[config.mk]
export PLATFORM = sky130hd
export DESIGN_NAME = rr_arbiter_83
export DESIGN_NICKNAME = d
export VERILOG_FILES = /design/src/rtl/rr_arbiter_83.sv
export SDC_FILE = /design/constraint.sdc
export NUM_CORES = 1
export LEC_CHECK = 0
export CAP_MARGIN = 30
export CELL_PAD_IN_SITES_DETAIL_PLACEMENT = 1
export CELL_PAD_IN_SITES_GLOBAL_PLACEMENT = 1
export CORE_ASPECT_RATIO = 0.75
export CORE_MARGIN = 2
export CORE_UTILIZATION = 53
export DETAILED_ROUTE_END_ITERATION = 12
export DONT_BUFFER_PORTS = 1
export HOLD_SLACK_MARGIN = 0.12
export PLACE_DENSITY = 0.91
export SYNTH_ARGS = -nofsm -noshare
export SYNTH_HDL_FRONTEND = slang
export SYNTH_SLANG_ARGS = --single-unit
[constraint.sdc]
create_clock -name clk -period 10.4 [get_ports clk]
set_input_delay 1.04 -clock clk [delete_from_list [all_inputs] [get_ports clk]]
set_output_delay 1.04 -clock clk [all_outputs]
set_load 0.03 [all_outputs]
[src/rtl/rr_arbiter_83.sv]
// rr_arbiter_83: eight-way round-robin arbiter with a per-owner hold limit.
// Requester n drives req[7-n]; the grant is returned one-hot (same order) and as index n.
module rr_arbiter_83 #(
    parameter int unsigned MAX_HOLD = 4
) (
    input  logic       clk,
    input  logic       rst,
    input  logic [7:0] req,
    output logic [7:0] gnt,
    output logic [2:0] gnt_idx,
    output logic       gnt_valid
);
    typedef enum logic {IDLE, GRANT} state_t;
    localparam logic [7:0] MH = 8'(MAX_HOLD);
    state_t     state;
    logic [2:0] ptr;
    logic [7:0] hold_cnt;
    logic [7:0] r;
    logic [7:0] masked;
    logic [2:0] win;
    logic       any;
    logic       owner_req;
    logic       take;
    assign r = {<<{req}};
    assign owner_req = (state == GRANT) && r[gnt_idx];
    // The owner never competes: either it released, or it is being rotated away.
    always_comb begin
        masked = r & ~((state == GRANT) ? (8'd1 << gnt_idx) : 8'd0);
        any = |masked;
        win = ptr;
        for (int i = 7; i >= 0; i--)
            if (masked[ptr + 3'(i)]) win = ptr + 3'(i);
        take = any && (!owner_req || hold_cnt >= MH);
    end
    always_ff @(posedge clk or posedge rst) begin
        if (rst) begin
            state     <= IDLE;
            ptr       <= '0;
            hold_cnt  <= '0;
            gnt       <= '0;
            gnt_idx   <= '0;
            gnt_valid <= 1'b0;
        end else if (take) begin
            state     <= GRANT;
            gnt       <= 8'h80 >> win;
            gnt_idx   <= win;
            gnt_valid <= 1'b1;
            hold_cnt  <= 8'd1;
            ptr       <= win + 3'd1;
        end else if (owner_req) begin
            hold_cnt <= (hold_cnt < MH) ? hold_cnt + 8'd1 : 8'd1;
        end else if (state == GRANT) begin
            state     <= IDLE;
            gnt       <= '0;
            gnt_idx   <= '0;
            gnt_valid <= 1'b0;
            hold_cnt  <= '0;
        end
    end
endmodule

==> impl_metrics.py <==
metrics = {
    "sta": {
        "maxSlewViolCount": 0,
        "final-setup-viol-count": 0,
        "period_needed_ns": 4.854,
        "rsz0062_at_grt": "false",
        "hold_violations": 0,
        "slew_headroom_pct": 38.25,
        "fin_crit_sh_pct": 46.68,
        "fin_worst_skew_ns": 0.001967,
        "finalSetupTns_ns": 0,
        "max_freq_mhz": 206.0,
        "timing.hold.ws_ns": 0.5524,
        "tightest_slew_ns": 0.9252,
    },
    "global_route": {
        "grt_pass1_vias": 2399,
        "grt_start_max_net_pins": 27,
        "antenna_found_initial": 0,
        "grt_use_total_pct": 32.46,
        "grt_pass1_wl_microns": 12840,
        "grt_overflow": 0,
    },
    "clock_tree": {
        "postCtsSetupRepairBufs": 0,
        "cts_root_buf": "clkbuf_8",
        "cts.sinks": 24,
        "clk_latency_ns": 0.27,
        "clkTransAtPathRegs_ns": 0.09,
        "cts_buffers": 3,
        "clock_path_buffers": 2,
        "post_cts_resized": 0,
        "cts_hold_buf": 0,
        "ctsHtreeMaxLevel": 1,
        "cts_tree": "built",
    },
    "finish": {
        "nNetsFinal": 276,
        "layout_commonest_cell": "nand2_1",
        "drive_gt1_share_pct": 11.92,
        "fillers": 535,
        "seq_area_sq_um": 600.6,
        "num_antenna_cells": 0,
        "synthToLayoutAreaGrowth_pct": 2.292,
        "multi_input_comb_area_sq_um": 1698,
        "layout_common_cells": "45 x nand2_1, 25 x nor2_1, 24 x dfrtp_1, 14 x inv_1, 12 x mux4_2",
    },
    "synthesis": {
        "synth_area_sq_um": 2456,
        "synth-edff-count": 0,
        "ys_ff_latch": 24,
        "yosysSeqAreaShare_pct": 24.45,
        "synthArstFlopShare_pct": 100.0,
        "synth_top_area_share_pct": 24.45,
        "synth_cell_types": 68,
        "synthTopCellsByArea": "dfrtp_1 24%, mux4_2 11%, nand2_1 6.9%",
        "synth_fp_nets": 287,
        "yosys.area.top_type": "dfrtp_1",
        "synth_top_flop_cell": "dfrtp_1",
        "syn_area_per_cell_sq_um": 9.030,
        "yosys_warnings": 0,
        "synthCells": 272,
    },
    "detailed_routing": {
        "via_per_inst": 7.653,
        "dr.pass1.iters": 6,
        "final_antenna_net_count": 0,
        "wl_per_cell_microns": 25.29,
        "drc": 0,
        "dr_total_vias": 2426,
        "wl_microns": 8017,
        "drt-initial-drc-count": 440,
    },
    "outcome": {
        "status": "completed",
    },
    "worst_setup_path": {
        "crit_family": "buffers and inverters",
        "max_stage_delay_ns": 0.80,
        "cp_slowest_cell": "ha_1",
        "critPathBufInv": 3,
        "start_kind": "register",
        "crit_chain": "clkinv_1, ha_1, clkinv_1, mux4_2, a21o_1, a221oi_1, a21oi_1, o21a_1, inv_1, ha_1, nand2_1, o21ai_0",
        "cp.required_ns": 10.53,
        "cp_max_fo": 17,
        "critPathKind": "register to register",
        "critPathArrivalTime_ns": 4.99,
        "end_kind": "register",
        "r2r_slack_ns": 5.55,
    },
    "run": {
        "cap_viol_max_count": 0,
    },
    "floorplanning": {
        "fp.dieW_microns": 82.61,
        "core-area_sq_um": 4467,
        "row_count": 21,
        "die-area_sq_um": 5200,
        "ios": 22,
        "die_h_microns": 62.96,
        "start_util_pct": 54.99,
    },
    "place": {
        "gp_congestion": 1.072,
        "port_buffers": 0,
        "dpl.hpwl_microns": 5879,
    },
    "worst_hold_path": {
        "hold_class": "register to register",
    },
}
==> cells by family after synthesis <==
kind of cell / share of synthesized area [%]
simple gates: 24.66
compound gates: 22.47
buf+inv: 6.419
mux: 18.44
flops: 24.45
fa+ha+maj: 2.547
xor+xnor: 1.019
==> synth_stat cells (all sizes together) (4+ instances only) <==
| cell | number |
|---|---|
| o32ai | 10 |
| buf | 10 |
| o32a | 4 |
| o31ai | 4 |
| mux2i | 7 |
| o21ai | 11 |
| a21oi | 5 |
| dfrtp | 24 |
| nand2b | 6 |
| nand2 | 45 |
| clkbuf | 7 |
| mux4 | 15 |
| nand3 | 7 |
| nor2 | 25 |
| inv | 15 |
| ha | 5 |
==> metrics by stage <==
step | cell area (sq um) | worst slack, ns | util [%] | instances
2_1_floorplan | 2456 | 6.213 | - | 272
3_3_place_gp | 2441 | 5.840 | 54.65 | 313
3_5_place_dp | 2441 | 5.648 | 54.65 | 313
4_1_cts | 2512 | 5.606 | 56.25 | 317
5_1_grt | 2512 | 5.205 | 56.25 | 317
6_report | 2512 | 5.546 | 56.25 | 317
==> cell type report <==
type	instances	share of cell area, %
Clock buffer	3	1.643
Inverter	17	2.540
Clock inverter	1	1.195
Tap cell	57	2.839
Sequential cell	24	23.90
Multi-Input combinational cell	214	67.58
Timing Repair Buffer	1	0.2988
==> routing by layer <==
layer / part of all wire, % / routed length (microns) / track usage [%]
met5: 0 / 0 / 0
met4: 2.8 / 224 / 9.016
met3: 14 / 1130 / 13.73
met2: 43 / 3446 / 45.16
met1: 40 / 3216 / 46.18
==> registers in the layout, summed over array words and instances, names as in the netlist <==
| name | cells |
|---|---|
| gnt | 8 |
| hold_cnt | 8 |
| gnt_idx | 3 |
| ptr | 3 |
| gnt_valid | 1 |
| state | 1 |
==> worst register-to-register path, stage by stage (launching register included) <==
cell and delay, ns:
dfrtp_1 0.75, clkinv_1 0.61, ha_1 0.80, clkinv_1 0.46, mux4_2 0.60, a21o_1 0.21, a221oi_1 0.27, a21oi_1 0.12
o21a_1 0.29, inv_1 0.21, ha_1 0.26, nand2_1 0.05, o21ai_0 0.08
==> path summary, 6_finish.rpt <==
check | from | to | depth (start not counted)
max | ptr[0]$_DFFE_PP0P_ | ptr[2]$_DFFE_PP0P_ | 12
min | hold_cnt[3]$_DFFE_PP0P_ | hold_cnt[3]$_DFFE_PP0P_ | 1
max reg2reg | ptr[0]$_DFFE_PP0P_ | ptr[2]$_DFFE_PP0P_ | 12
min reg2reg | hold_cnt[3]$_DFFE_PP0P_ | hold_cnt[3]$_DFFE_PP0P_ | 1
max in group asynchronous | rst | gnt[2]$_DFFE_PP0P_ | 1
min in group asynchronous | rst | ptr[2]$_DFFE_PP0P_ | 1
Power is not shown: default switching activity piles up to over one toggle a cycle in this logic, so the estimate is an artifact.
